==> config.mk <==
export PLATFORM = sky130hd
export DESIGN_NAME = exec_issue_ctrl
export DESIGN_NICKNAME = d
export VERILOG_FILES = /design/src/rtl/exec_issue_ctrl.sv
export SDC_FILE = /design/constraint.sdc
export NUM_CORES = 1
export LEC_CHECK = 0
export CELL_PAD_IN_SITES_DETAIL_PLACEMENT = 1
export CELL_PAD_IN_SITES_GLOBAL_PLACEMENT = 2
export CORE_MARGIN = 8
export CORE_UTILIZATION = 41
export DETAILED_ROUTE_END_ITERATION = 10
export PLACE_DENSITY_LB_ADDON = 0.15
export SLEW_MARGIN = 30
export SYNTH_ARGS = -nofsm -noshare
export SYNTH_HDL_FRONTEND = slang
export SYNTH_SLANG_ARGS = --single-unit
==> constraint.sdc <==
create_clock -name clk -period 15.1 [get_ports clk]
set_input_delay 1.51 -clock clk [delete_from_list [all_inputs] [get_ports clk]]
set_output_delay 1.51 -clock clk [all_outputs]
set_load 0.005 [all_outputs]
==> src/rtl/exec_issue_ctrl.sv <==
// exec_issue_ctrl: FIFO-buffered in-order issue to exec_int with RAW stall, registered writeback and exception halt
module exec_issue_ctrl #(
    parameter int DEPTH = 4,
    parameter int XLEN  = 32,
    parameter int ALEN  = 32
) (
    input  logic            clk,
    input  logic            rst,
    input  logic            decode_valid,
    output logic            decode_ready,
    input  logic [ALEN-1:0] decode_instruction_addr,
    input  logic [4:0]      decode_opcode,
    input  logic [4:0]      decode_rd,
    input  logic [2:0]      decode_funct3,
    input  logic [4:0]      decode_rs1,
    input  logic [4:0]      decode_rs2,
    input  logic [6:0]      decode_funct7,
    input  logic [19:0]     decode_u_imm,
    output logic            issue_valid,
    output logic [ALEN-1:0] issue_addr,
    output logic [4:0]      issue_opcode,
    output logic [4:0]      issue_rd,
    output logic [2:0]      issue_funct3,
    output logic [4:0]      issue_rs1,
    output logic [4:0]      issue_rs2,
    output logic [6:0]      issue_funct7,
    output logic [19:0]     issue_u_imm,
    input  logic            exec_int_output_valid,
    input  logic            exec_int_exception,
    input  logic [XLEN-1:0] exec_int_result,
    output logic            wb_valid,
    output logic [4:0]      wb_rd,
    output logic [XLEN-1:0] wb_data,
    output logic            exc_valid,
    output logic [ALEN-1:0] exc_addr,
    input  logic            flush,
    input  logic            resume,
    output logic            busy
);
    localparam int AW = $clog2(DEPTH);
    localparam logic [AW:0] FULL = (AW+1)'(DEPTH);
    localparam logic [0:0] RUN = 1'b0, HALT = 1'b1;
    typedef struct packed {
        logic [ALEN-1:0] addr;
        logic [4:0]      opcode;
        logic [4:0]      rd;
        logic [2:0]      funct3;
        logic [4:0]      rs1;
        logic [4:0]      rs2;
        logic [6:0]      funct7;
        logic [19:0]     u_imm;
    } entry_t;
    entry_t          mem [DEPTH];
    entry_t          head;
    logic [AW-1:0]   wr_ptr, rd_ptr;
    logic [AW:0]     count;
    logic [0:0]      state;
    logic            s1_valid, s2_valid;
    logic [4:0]      s1_rd, s2_rd;
    logic [ALEN-1:0] s1_addr;
    logic            empty, push, hazard, exc_now, wb_now;
    assign head         = mem[rd_ptr];
    assign empty        = count == '0;
    assign exc_now      = exec_int_output_valid && exec_int_exception && s1_valid;
    assign wb_now       = exec_int_output_valid && !exec_int_exception && s1_valid && !flush;
    // x0 never creates a dependency, whether as source or as destination
    assign hazard       = (head.rs1 != 5'd0 && ((s1_valid && s1_rd == head.rs1) || (s2_valid && s2_rd == head.rs1)))
                       || (head.rs2 != 5'd0 && ((s1_valid && s1_rd == head.rs2) || (s2_valid && s2_rd == head.rs2)));
    assign decode_ready = rst && state == RUN && count != FULL && !flush;
    assign issue_valid  = rst && state == RUN && !empty && !hazard && !flush && !exc_now;
    assign push         = decode_valid && decode_ready;
    assign busy         = !empty || s1_valid || s2_valid;
    assign issue_addr   = head.addr;
    assign issue_opcode = head.opcode;
    assign issue_rd     = head.rd;
    assign issue_funct3 = head.funct3;
    assign issue_rs1    = head.rs1;
    assign issue_rs2    = head.rs2;
    assign issue_funct7 = head.funct7;
    assign issue_u_imm  = head.u_imm;
    always_ff @(posedge clk) begin
        if (push) mem[wr_ptr] <= {decode_instruction_addr, decode_opcode, decode_rd, decode_funct3,
                                  decode_rs1, decode_rs2, decode_funct7, decode_u_imm};
    end
    always_ff @(posedge clk) begin
        if (!rst) begin
            wr_ptr    <= '0;
            rd_ptr    <= '0;
            count     <= '0;
            state     <= RUN;
            s1_valid  <= 1'b0;
            s1_rd     <= '0;
            s1_addr   <= '0;
            s2_valid  <= 1'b0;
            s2_rd     <= '0;
            wb_valid  <= 1'b0;
            wb_rd     <= '0;
            wb_data   <= '0;
            exc_valid <= 1'b0;
            exc_addr  <= '0;
        end else begin
            s2_valid  <= s1_valid && !flush;
            s2_rd     <= s1_rd;
            s1_valid  <= issue_valid;
            s1_rd     <= head.rd;
            s1_addr   <= head.addr;
            wb_valid  <= wb_now;
            exc_valid <= exc_now && !flush;
            state     <= flush ? RUN : exc_now ? HALT : resume ? RUN : state;
            if (wb_now) begin
                wb_rd   <= s1_rd;
                wb_data <= exec_int_result;
            end
            if (exc_now && !flush) exc_addr <= s1_addr;
            if (flush || exc_now) begin
                wr_ptr <= '0;
                rd_ptr <= '0;
                count  <= '0;
            end else begin
                wr_ptr <= wr_ptr + AW'(push);
                rd_ptr <= rd_ptr + AW'(issue_valid);
                count  <= count + {{AW{1'b0}}, push} - {{AW{1'b0}}, issue_valid};
            end
        end
    end
endmodule
==> insert_results.sql, run 1 <==
INSERT INTO impl_metrics (metric_group, metric, value, unit) VALUES
('layout', 'finalNetCount', '1338', ''),
('timing', 'timing.final.crit_share', '40.6', '%'),
('yosys', 'synth.area.top_cells', 'sky130_fd_sc_hd__edfxtp_1, sky130_fd_sc_hd__dfxtp_1, sky130_fd_sc_hd__mux4_2, sky130_fd_sc_hd__nand2_1, sky130_fd_sc_hd__a21boi_0', ''),
('clock_network', 'cts_buffer_depth', '3', ''),
('routing', 'initialDrtViolationCount', '420', ''),
('clock_network', 'postCtsSetupRepairBufs', '0', ''),
('worst_setup_path', 'r2r.worst_path.cells', '13', ''),
('floorplan', 'die_h', '215', 'um'),
('clock_network', 'cts_resized', '0', ''),
('floorplan', 'core.rowCount', '73', ''),
('yosys', 'synth-seq-area-share', '75.7', '%'),
('timing', 'worst_pin_slew', '0.896', 'ns'),
('yosys', 'synth_top_cell_by_area', 'sky130_fd_sc_hd__edfxtp_1', ''),
('timing', 'slew_headroom', '40.1', '%'),
('worst_setup_path', 'setup.worst_path.end_class', 'output port', ''),
('timing', 'shortest_period_the_worst_path_allows', '6.14', 'ns'),
('grt', 'grt_util_all_layers', '16.5', '%'),
('clock_network', 'tritoncts', 'built', ''),
('clock_network', 'worst_skew_pair.late_latency', '0.57', 'ns'),
('clock_network', 'clock_tree_root_buffer_cell', 'sky130_fd_sc_hd__clkbuf_16', ''),
('timing', 'final_layout_setup_total_negative_slack', '0', 'ns'),
('timing', 'grt_setup_unrepaired', 'no', ''),
('grt', 'antenna_found_initial', '4', ''),
('placed_design', 'hpwl_reported_at_the_end_of_detailed_placement', '25300', 'um'),
('timing', 'slew_viol_final', '0', ''),
('grt', 'grt_overflow', '0', ''),
('yosys', 'asyncSetResetFlopFracSynth', '0', '%'),
('layout', 'final_layout_size_suffix_gt1_share', '13.9', '%'),
('timing', 'timing_hold_violations_final', '0', ''),
('routing', 'drt_drc_violations_left', '0', ''),
('yosys', 'synthesis.yosys.warnings', '0', ''),
('yosys', 'synthMostInstantiatedCell', 'sky130_fd_sc_hd__edfxtp_1', ''),
('yosys', 'synthesis.nets', '1047', ''),
('clock_network', 'tritoncts.num_buffers', '47', ''),
('floorplan', 'ioPinCount', '277', ''),
('yosys', 'gate_count_after_technology_mapping', '921', ''),
('yosys', 'yosys.cell_types.count', '31', ''),
('yosys', 'synth_top_flop_cell', 'sky130_fd_sc_hd__edfxtp_1', ''),
('power_and_ir_drop', 'vdd_ir_drop_max', '0.119', 'mV'),
('grt', 'grt_pass1_vias', '9420', ''),
('yosys', 'synth_enable_flop_cells', '328', ''),
('grt', 'grt_first_pass_wirelength', '59000', 'um'),
('floorplan', 'core_area', '39500', 'um2'),
('placed_design', 'routabilityCongestion', '0.728', ''),
('floorplan', 'die_outline_area', '46300', 'um2'),
('routing', 'ant_nets', '0', ''),
('clock_network', 'hold_buffers', '0', ''),
('layout', 'layout.core_utilization', '53.5', '%'),
('worst_setup_path', 'arrival', '4.63', 'ns'),
('routing', 'drt_first_pass_iters', '4', ''),
('clock_network', 'cts_htree_levels', '2', ''),
('routing', 'dr_total_vias', '8726', ''),
('routing', 'routed_wirelength', '39000', 'um'),
('yosys', 'post_synth_instance_area', '16300', 'um2'),
('worst_setup_path', 'path_class', 'reg -> out', ''),
('floorplan', 'initial_core_util', '41.2', '%'),
('placed_design', 'placement.io_buffers', '276', ''),
('layout', 'antennaDiodeCount', '0', ''),
('timing', 'final.setup_skew', '0.0140', 'ns'),
('layout', 'areaGrowthSynthToFinish', '29.9', '%'),
('worst_setup_path', 'critical_path_required', '13.59', 'ns'),
('hold_path', 'hold_class', 'reg -> reg', ''),
('clock_network', 'reg_clk_slew_reported_paths', '0.06', 'ns'),
('grt', 'grt_start_max_net_pins', '65', ''),
('yosys', 'synthesis.area_per_instance', '17.7', 'um2'),
('timing', 'timing.hold.ws', '0.446', 'ns'),
('worst_setup_path', 'worstPathMaxFanout', '32', ''),
('yosys', 'yosysTopAreaCellShare', '60.6', '%'),
('routing', 'post_drt_wl_per_cell', '22.0', 'um'),
('power_and_ir_drop', 'leakage_power', '6.78', 'nW'),
('clock_network', 'clock_sink_count', '451', ''),
('floorplan', 'chip_width', '215', 'um'),
('run', 'drv_cap', '0', ''),
('yosys', 'synth_top_cells_by_count', 'sky130_fd_sc_hd__edfxtp_1, sky130_fd_sc_hd__nand2_1, sky130_fd_sc_hd__dfxtp_1', ''),
('yosys', 'yosys_register_bits', '451', ''),
('routing', 'vias_per_cell', '4.92', ''),
('timing', 'max_clock_freq', '163', 'MHz'),
('hold_path', 'worst_hold_path.num_cells', '2', ''),
('power_and_ir_drop', 'power_per_cell_area', '122', 'nW/um2'),
('outcome', 'run_status', 'completed', ''),
('timing', 'setup_violations', '0', ''),
('worst_setup_path', 'kind_of_start_point_of_the_critical_path', 'flip-flop', '');
-- registers in the layout, indices dropped and copies added (netlist names) --
register   flops
count          3
exc_addr      32
exc_valid      1
mem          328
rd_ptr         2
s1_addr       32
s1_rd          5
s1_valid       1
s2_rd          5
s2_valid       1
state          1
wb_data       32
wb_rd          5
wb_valid       1
wr_ptr         2
-- power by group --
part           total, mW  leakage [nW]  switching [mW]  internal, mW
Sequential          1.35          3.97         0.00498          1.34
Combinational     0.0936          2.07          0.0391        0.0545
Clock               1.13         0.742           0.461         0.670
-- worst max-delay path, stage by stage, from the launching register on --
cell and delay, ns:
sky130_fd_sc_hd__dfxtp_4 0.73, sky130_fd_sc_hd__buf_4 0.65, sky130_fd_sc_hd__mux4_2 0.68, sky130_fd_sc_hd__or4_1 0.43, sky130_fd_sc_hd__nor2_1 0.10, sky130_fd_sc_hd__a21oi_1 0.07
sky130_fd_sc_hd__nor4_1 0.71, sky130_fd_sc_hd__clkdlybuf4s50_1 0.67
-- cell type report --
cell class,count,area [um2]
Clock inverter,29,269
Clock buffer,57,1240
Timing Repair Buffer,288,2850
Tap cell,525,657
Multi-Input combinational cell,416,3750
Sequential cell,451,12300
Fill cell,3708,18300
Inverter,8,30.0
-- routing by layer --
layer,up-vias,share of wire (%),track usage (%)
met2,231,46,25.9
li1,4032,-,-
met1,4395,44,21.9
met5,-,0.12,0
met3,60,7.5,5.56
met4,8,2.1,4.31
-- worst paths after layout --
| check | start | end | slack, ns |
|---|---|---|---|
| setup / recovery | rd_ptr[0] | issue_valid | 8.96 |
| hold / removal | s1_addr[17] | exc_addr[17] | 0.45 |
| setup reg to reg | rd_ptr[0] | count[2] | 10.33 |
| hold reg to reg | s1_addr[17] | exc_addr[17] | 0.45 |
-- metrics by stage --
step           power, mW  setup slack (ns)  instance area, um2  cells
2_1_floorplan       1.40              6.75               16300    921
3_3_place_gp        1.46              9.11               19600   1688
3_5_place_dp        1.47              9.08               19600   1688
4_1_cts             2.61              8.67               21100   1774
5_1_grt             2.66              8.52               21100   1774
6_report            2.57              8.96               21100   1774
-- cells by family (layout without fill, tap and decap cells) --
group           Yosys count  count (layout)  synth area share [%]
fa+ha+maj                 5               5                 0.431
simple gates            227             227                  6.29
compound gates           72              72                  3.29
mux                      88              88                  11.5
buf+inv                  54             382                  1.47
xor+xnor                 24              24                  1.29
flops                   451             451                  75.7
-- placed cells by master, fill, tap and decap left out, types with 4 or more instances in the layout --
master | Yosys | layout
sky130_fd_sc_hd__ha_1 | 4 | 4
sky130_fd_sc_hd__clkinv_2 | 0 | 10
sky130_fd_sc_hd__edfxtp_1 | 328 | 328
sky130_fd_sc_hd__mux4_2 | 79 | 79
sky130_fd_sc_hd__and2_1 | 47 | 47
sky130_fd_sc_hd__clkdlybuf4s50_1 | 0 | 275
sky130_fd_sc_hd__nor2_1 | 11 | 8
sky130_fd_sc_hd__inv_1 | 8 | 8
sky130_fd_sc_hd__dfxtp_1 | 123 | 121
sky130_fd_sc_hd__xnor2_1 | 9 | 9
sky130_fd_sc_hd__nor4_1 | 6 | 6
sky130_fd_sc_hd__clkbuf_16 | 0 | 47
sky130_fd_sc_hd__mux2i_1 | 6 | 6
sky130_fd_sc_hd__a21boi_0 | 69 | 69
sky130_fd_sc_hd__nand2_1 | 145 | 145
sky130_fd_sc_hd__bufinv_16 | 0 | 5
sky130_fd_sc_hd__clkbuf_1 | 32 | 7
sky130_fd_sc_hd__clkinv_1 | 0 | 9
sky130_fd_sc_hd__xor2_1 | 15 | 15
sky130_fd_sc_hd__buf_4 | 0 | 13
(Power assumes the default switching activity.)
==> inputs of run 2 (changes only) <==
- CORE_UTILIZATION: 41 -> 38
- clock period: 15.1 -> 6.2 ns (I/O delays scaled with it)
==> run 2 against run 1 <==
Compared with the run above:
- global-route usage decreased by 0.56 points
- via count rose by 0.46%
- critical endpoint unchanged
- clock power grew to 2.7 times the previous value
- critical path depth down 1
- count of clock-buffer cells in the layout is 1 higher
- critical path type unchanged
- first-iteration DRC count increased by 1.9%
- clock skew grew 0.0052 ns
- setup slack worse by 7.5 ns
==> insert_results.sql, run 2 (synthesis gave the netlist of run 1 again) <==
INSERT INTO impl_metrics (metric_group, metric, value, unit) VALUES
('outcome', 'run_status', 'completed', ''),
('power_and_ir_drop', 'vdd_ir_drop_max', '0.245', 'mV'),
('floorplan', 'ioPinCount', '277', ''),
('clock_network', 'reg_clk_slew_reported_paths', '0.06', 'ns'),
('placed_design', 'hpwl_reported_at_the_end_of_detailed_placement', '26200', 'um'),
('power_and_ir_drop', 'power_per_cell_area', '306', 'nW/um2'),
('layout', 'finalNetCount', '1340', ''),
('floorplan', 'die_outline_area', '49700', 'um2'),
('routing', 'post_drt_wl_per_cell', '22.2', 'um'),
('timing', 'setup_violations', '0', ''),
('routing', 'drt_first_pass_iters', '4', ''),
('floorplan', 'core_area', '42100', 'um2'),
('power_and_ir_drop', 'leakage_power', '6.87', 'nW'),
('floorplan', 'die_h', '223', 'um'),
('routing', 'routed_wirelength', '39800', 'um'),
('grt', 'grt_first_pass_wirelength', '60500', 'um'),
('grt', 'antenna_found_initial', '4', ''),
('layout', 'areaGrowthSynthToFinish', '31.5', '%'),
('routing', 'ant_nets', '0', ''),
('clock_network', 'clock_sink_count', '451', ''),
('timing', 'grt_setup_unrepaired', 'no', ''),
('worst_setup_path', 'setup.worst_path.end_class', 'output port', ''),
('clock_network', 'cts_htree_levels', '2', ''),
('worst_setup_path', 'arrival', '4.08', 'ns'),
('worst_setup_path', 'critical_path_required', '5.58', 'ns'),
('timing', 'final_layout_setup_total_negative_slack', '0', 'ns'),
('clock_network', 'worst_skew_pair.late_latency', '0.57', 'ns'),
('clock_network', 'cts_resized', '0', ''),
('worst_setup_path', 'path_class', 'reg -> out', ''),
('timing', 'slew_headroom', '37.5', '%'),
('routing', 'vias_per_cell', '4.89', ''),
('clock_network', 'tritoncts.num_buffers', '48', ''),
('routing', 'dr_total_vias', '8766', ''),
('floorplan', 'chip_width', '223', 'um'),
('placed_design', 'placed_cells_incl_taps', '1703', ''),
('timing', 'timing.final.crit_share', '75.9', '%'),
('timing', 'timing_hold_violations_final', '0', ''),
('layout', 'flip_flop_count_of_the_largest_register_after_layout', '328', ''),
('layout', 'num-fill-cells', '3985', ''),
('worst_setup_path', 'kind_of_start_point_of_the_critical_path', 'flip-flop', ''),
('clock_network', 'postCtsSetupRepairBufs', '0', ''),
('grt', 'grt_util_all_layers', '16.0', '%'),
('layout', 'mostFrequentLayoutCell', 'sky130_fd_sc_hd__edfxtp_1', ''),
('clock_network', 'clock_tree_root_buffer_cell', 'sky130_fd_sc_hd__clkbuf_16', ''),
('hold_path', 'hold_class', 'reg -> reg', ''),
('layout', 'final_layout_size_suffix_gt1_share', '14.2', '%'),
('grt', 'grt_overflow', '0', ''),
('timing', 'slew_viol_final', '0', ''),
('clock_network', 'cts_buffer_depth', '3', ''),
('placed_design', 'placement.io_buffers', '276', ''),
('timing', 'shortest_period_the_worst_path_allows', '4.70', 'ns'),
('layout', 'multi_input_area', '3760', 'um2'),
('timing', 'max_clock_freq', '213', 'MHz'),
('layout', 'layout.area.seq', '12300', 'um2'),
('timing', 'worst_pin_slew', '0.935', 'ns'),
('floorplan', 'core.rowCount', '75', ''),
('run', 'drv_cap', '0', ''),
('grt', 'grt_start_max_net_pins', '67', ''),
('routing', 'drt_drc_violations_left', '0', ''),
('power_and_ir_drop', 'total_power', '6.55', 'mW'),
('layout', 'instances_no_fill', '1791', ''),
('timing', 'timing.hold.ws', '0.444', 'ns'),
('placed_design', 'routabilityCongestion', '0.754', ''),
('clock_network', 'tritoncts', 'built', ''),
('grt', 'grt_pass1_vias', '9546', ''),
('timing', 'final.setup_skew', '0.0192', 'ns'),
('timing', 'least_setup_slack_across_all_paths_after_layout', '1.50', 'ns'),
('layout', 'top_register', 'mem', ''),
('worst_setup_path', 'worstPathMaxFanout', '41', ''),
('floorplan', 'initial_core_util', '38.6', '%'),
('layout', 'mostFrequentLayoutCells', 'sky130_fd_sc_hd__edfxtp_1, sky130_fd_sc_hd__clkdlybuf4s50_1, sky130_fd_sc_hd__nand2_1', ''),
('clock_network', 'hold_buffers', '0', ''),
('placed_design', 'dp_worst_setup_slack', '1.88', 'ns'),
('routing', 'initialDrtViolationCount', '428', '');
==> run 2: cell count changes in the layout (fill, tap and decap cells not counted), moves of 2 or more <==
cell,delta
sky130_fd_sc_hd__clkinv_2,-6
sky130_fd_sc_hd__bufinv_16,+5
sky130_fd_sc_hd__clkinv_1,-4
sky130_fd_sc_hd__clkbuf_16,+3
sky130_fd_sc_hd__clkbuf_8,-3
sky130_fd_sc_hd__clkinv_4,+3
sky130_fd_sc_hd__clkinvlp_4,+2
sky130_fd_sc_hd__diode_2,+2
sky130_fd_sc_hd__nor3_2,-2
sky130_fd_sc_hd__nor3_4,+2
==> run 2: final cells by class <==
cell class / count / share of cell area (%)
sequential: 451 / 57.6
antenna: 2 / 0.0234
multi-input combinational: 416 / 17.6
clock inverter: 28 / 1.95
timing repair buffer: 289 / 13.5
inverter: 8 / 0.140
tap: 539 / 3.15
clock buffer: 58 / 5.99
==> run 2: worst max-delay path, cell delays in order, from the launching register on <==
cell                              delay [ns]
sky130_fd_sc_hd__dfxtp_4                0.88
sky130_fd_sc_hd__mux4_2                 0.66
sky130_fd_sc_hd__or4_1                  0.55
sky130_fd_sc_hd__nor2_1                 0.11
sky130_fd_sc_hd__a21oi_1                0.07
sky130_fd_sc_hd__nor4_1                 0.57
sky130_fd_sc_hd__clkdlybuf4s50_1        0.66
==> run 2: path summary, 6_finish.rpt <==
kind              start     endpoint  slack, ns  cells after the start
min          s1_addr[0]  exc_addr[0]       0.44                      2
min reg2reg  s1_addr[0]  exc_addr[0]       0.44                      2
max reg2reg   rd_ptr[0]     count[2]       1.99                     12
max           rd_ptr[0]  issue_valid       1.50                      6
==> run 2: routing by layer <==
metal / vias up / part of all wire, % / GRT usage (%)
li1: 4052 / - / -
met1: 4416 / 45 / 21.5
met2: 237 / 47 / 25.4
met3: 55 / 5.9 / 4.18
met4: 6 / 1.9 / 4.40
met5: - / 0.11 / 0
==> run 2: power by group <==
part | internal, mW | leakage (nW) | switching, mW
combinational | 0.133 | 2.09 | 0.0948
sequential | 3.26 | 3.97 | 0.0128
clock | 1.89 | 0.814 | 1.16
total | 5.29 | 6.87 | 1.26
==> run 2: stage by stage <==
step,utilization (%),cell area [um2]
floorplan,-,16300
global placement,46.6,19600
detailed placement,46.7,19700
CTS,50.7,21400
global route,50.7,21400
finish,50.7,21400
==> inputs of run 3 (changes only) <==
- clock period: 6.2 -> 4.9 ns (I/O delays scaled with it)
==> run 3 against run 2 <==
Compared with the run above:
- flip-flop and latch count did not move
- count of clock-buffer cells in the layout rose by 11
- worst hold slack lost 0.11 ns
- die area stayed put
- via count is the same
- critical path depth up 1
- combinational power is 25% higher
- highest routed layer unchanged
==> insert_results.sql, run 3 (synthesis gave the netlist of run 1 again) <==
INSERT INTO impl_metrics (metric_group, metric, value, unit) VALUES
('outcome', 'run_status', 'completed', ''),
('worst_setup_path', 'r2r_end', 'count[2]', ''),
('layout', 'flip_flop_count_of_the_largest_register_after_layout', '328', ''),
('timing', 'setup_violations', '0', ''),
('clock_network', 'hold_buffers', '0', ''),
('clock_network', 'clock_sink_count', '451', ''),
('clock_network', 'cts_htree_levels', '2', ''),
('worst_setup_path', 'crit_path_start', 'rd_ptr[0]', ''),
('hold_path', 'hold_class', 'in -> reg', ''),
('layout', 'mostFrequentLayoutCell', 'sky130_fd_sc_hd__edfxtp_1', ''),
('clock_network', 'postCtsSetupRepairBufs', '0', ''),
('worst_setup_path', 'critPathBufInv', '2', ''),
('routing', 'initialDrtViolationCount', '399', ''),
('worst_setup_path', 'timing.critical_path.max_delay_family', 'simple AND/OR/NAND/NOR gates', ''),
('power_and_ir_drop', 'total_power', '8.13', 'mW'),
('clock_network', 'tritoncts.num_buffers', '49', ''),
('power_and_ir_drop', 'intPower', '6.56', 'mW'),
('grt', 'grt_start_max_net_pins', '61', ''),
('power_and_ir_drop', 'power_per_cell_area', '381', 'nW/um2'),
('layout', 'top_register', 'mem', ''),
('floorplan', 'core_area', '42100', 'um2'),
('timing', 'worst_pin_slew', '0.976', 'ns'),
('floorplan', 'die_h', '223', 'um'),
('routing', 'drt_first_pass_iters', '4', ''),
('worst_setup_path', 'r2r.worst_path.cells', '12', ''),
('routing', 'drt_drc_violations_left', '0', ''),
('worst_setup_path', 'worst_setup_path_endpoint', 'issue_valid', ''),
('worst_setup_path', 'timing.reg2reg.setup_slack', '1.09', 'ns'),
('timing', 'slew_headroom', '34.9', '%'),
('timing', 'slew_viol_final', '0', ''),
('placed_design', 'placement.io_buffers', '276', ''),
('layout', 'mostFrequentLayoutCells', 'sky130_fd_sc_hd__edfxtp_1, sky130_fd_sc_hd__clkdlybuf4s50_1, sky130_fd_sc_hd__nand2_1', ''),
('grt', 'grt_pass1_vias', '9530', ''),
('worst_setup_path', 'worst_path_largest_cell_delay', '0.71', 'ns'),
('floorplan', 'chip_width', '223', 'um'),
('run', 'drv_cap', '0', ''),
('timing', 'least_setup_slack_across_all_paths_after_layout', '0.619', 'ns'),
('timing', 'max_clock_freq', '234', 'MHz'),
('clock_network', 'cts_buffer_depth', '3', ''),
('grt', 'grt_first_pass_wirelength', '60000', 'um'),
('timing', 'timing.final.crit_share', '87.4', '%'),
('placed_design', 'dp_worst_setup_slack', '1.00', 'ns'),
('clock_network', 'reg_clk_slew_reported_paths', '0.05', 'ns'),
('worst_setup_path', 'logic_depth_of_the_worst_path_buffers_included', '7', ''),
('timing', 'final.setup_skew', '0.00935', 'ns'),
('power_and_ir_drop', 'switching_part_of_the_total', '19.3', '%'),
('clock_network', 'worst_skew_pair.late_latency', '0.57', 'ns'),
('floorplan', 'initial_core_util', '38.6', '%'),
('worst_setup_path', 'critical-path-slowest-cell', 'sky130_fd_sc_hd__dfxtp_4', ''),
('power_and_ir_drop', 'portion_of_total_power_attributed_to_the_clock_network', '45.5', '%'),
('power_and_ir_drop', 'p_sw', '1.57', 'mW'),
('timing', 'timing.hold.ws', '0.334', 'ns'),
('worst_setup_path', 'worstPathMaxFanout', '28', ''),
('clock_network', 'cts_resized', '0', ''),
('worst_setup_path', 'crit_path_cell_trace', 'mux4_2 -> or4_1 -> nor2_1 -> a21oi_1 -> nor4_1 -> buf_4 -> clkdlybuf4s50_1', ''),
('timing', 'shortest_period_the_worst_path_allows', '4.28', 'ns'),
('power_and_ir_drop', 'vdd_ir_drop_max', '0.271', 'mV'),
('routing', 'ant_nets', '0', ''),
('grt', 'antenna_found_initial', '5', ''),
('floorplan', 'die_outline_area', '49700', 'um2'),
('clock_network', 'tritoncts', 'built', ''),
('power_and_ir_drop', 'pwr-share-comb', '3.5', '%'),
('worst_setup_path', 'setup.worst_path.end_class', 'output port', ''),
('placed_design', 'hpwl_reported_at_the_end_of_detailed_placement', '25300', 'um'),
('routing', 'post_drt_wl_per_cell', '22.0', 'um'),
('grt', 'grt_util_all_layers', '15.8', '%'),
('worst_setup_path', 'kind_of_start_point_of_the_critical_path', 'flip-flop', ''),
('layout', 'finalNetCount', '1346', ''),
('floorplan', 'ioPinCount', '277', ''),
('routing', 'routed_wirelength', '39600', 'um'),
('power_and_ir_drop', 'seq_power_share', '51.0', '%'),
('timing', 'timing_hold_violations_final', '0', ''),
('worst_setup_path', 'path_class', 'reg -> out', ''),
('timing', 'final_layout_setup_total_negative_slack', '0', 'ns'),
('grt', 'grt_overflow', '0', ''),
('placed_design', 'routabilityCongestion', '0.717', ''),
('routing', 'dr_total_vias', '8766', ''),
('routing', 'vias_per_cell', '4.87', ''),
('layout', 'areaGrowthSynthToFinish', '31.3', '%'),
('power_and_ir_drop', 'leakage_power', '6.87', 'nW'),
('clock_network', 'clock_tree_root_buffer_cell', 'sky130_fd_sc_hd__clkbuf_16', ''),
('worst_setup_path', 'critical_path_required', '4.41', 'ns'),
('floorplan', 'core.rowCount', '75', ''),
('worst_setup_path', 'r2r_start', 'rd_ptr[0]', ''),
('timing', 'grt_setup_unrepaired', 'no', ''),
('worst_setup_path', 'arrival', '3.79', 'ns'),
('layout', 'layout.core_utilization', '50.7', '%'),
('layout', 'final_layout_size_suffix_gt1_share', '14.1', '%');
[run 3: cell types whose count changed in the layout (fill, tap and decap cells not counted), sizes merged]
cell / previous run / this run
clkbuf: 58 / 69
buf: 14 / 19
bufinv: 10 / 6
clkinv: 14 / 11
clkinvlp: 4 / 2
diode: 2 / 3
inv: 8 / 9
[run 3: power by group through the flow]
| stage | Clock (mW) | Combinational, mW | Sequential [mW] |
|---|---|---|---|
| after global placement | 0 | 0.285 | 4.23 |
| final | 3.70 | 0.285 | 4.15 |
| after CTS | 3.82 | 0.292 | 4.15 |
| after detailed placement | 0 | 0.290 | 4.23 |
| after global routing | 3.95 | 0.307 | 4.15 |
| after floorplan | 0 | 0.0842 | 4.22 |
[run 3: worst min-delay path by stage]
stage / start / endpoint / slack [ns] / cells after the start
global route: rst / state / 0.36 / 3
detailed placement: s1_addr[23] / exc_addr[23] / 0.44 / 2
global placement: s1_addr[11] / exc_addr[11] / 0.43 / 2
CTS: rst / s2_valid / 0.30 / 3
finish: rst / s2_valid / 0.33 / 3
floorplan: s1_addr[29] / exc_addr[29] / 0.43 / 2
[run 3: worst reg2reg max path: stages, from the launching register on]
cell	delay [ns]
sky130_fd_sc_hd__dfxtp_4	0.71
sky130_fd_sc_hd__mux4_2	0.67
sky130_fd_sc_hd__or4_1	0.55
sky130_fd_sc_hd__nor2_1	0.10
sky130_fd_sc_hd__a21oi_1	0.06
sky130_fd_sc_hd__nor4_1	0.40
sky130_fd_sc_hd__ha_1	0.20
sky130_fd_sc_hd__inv_1	0.04
sky130_fd_sc_hd__ha_1	0.19
sky130_fd_sc_hd__fa_1	0.42
sky130_fd_sc_hd__xnor2_1	0.18
sky130_fd_sc_hd__xnor2_1	0.14
sky130_fd_sc_hd__nor2_1	0.05
[run 3: area by class of cell]
class                   count  area, um2
multi-input cells         416       3750
well taps                 539        674
diodes                      3       7.51
fillers                  3983      20800
repair buffers            294       2940
clock inverters            20        251
flip-flops and latches    451      12300
clock buffers              69       1370
inverters                   8       30.0
[run 3: per-stage QoR]
step / cells / instance area [um2]
after floorplan: 921 / 16300
final: 1800 / 21400
after detailed placement: 1707 / 19700
after global placement: 1707 / 19700
after CTS: 1796 / 21300
after global routing: 1797 / 21300
[run 3: routing by layer]
metal / wire, um / up-vias / GRT usage, %
met4: 673 / 6 / 4.69
li1: - / 4066 / -
met1: 18000 / 4415 / 20.7
met2: 18600 / 231 / 25.4
met5: 37 / - / 0
met3: 2290 / 48 / 4.32
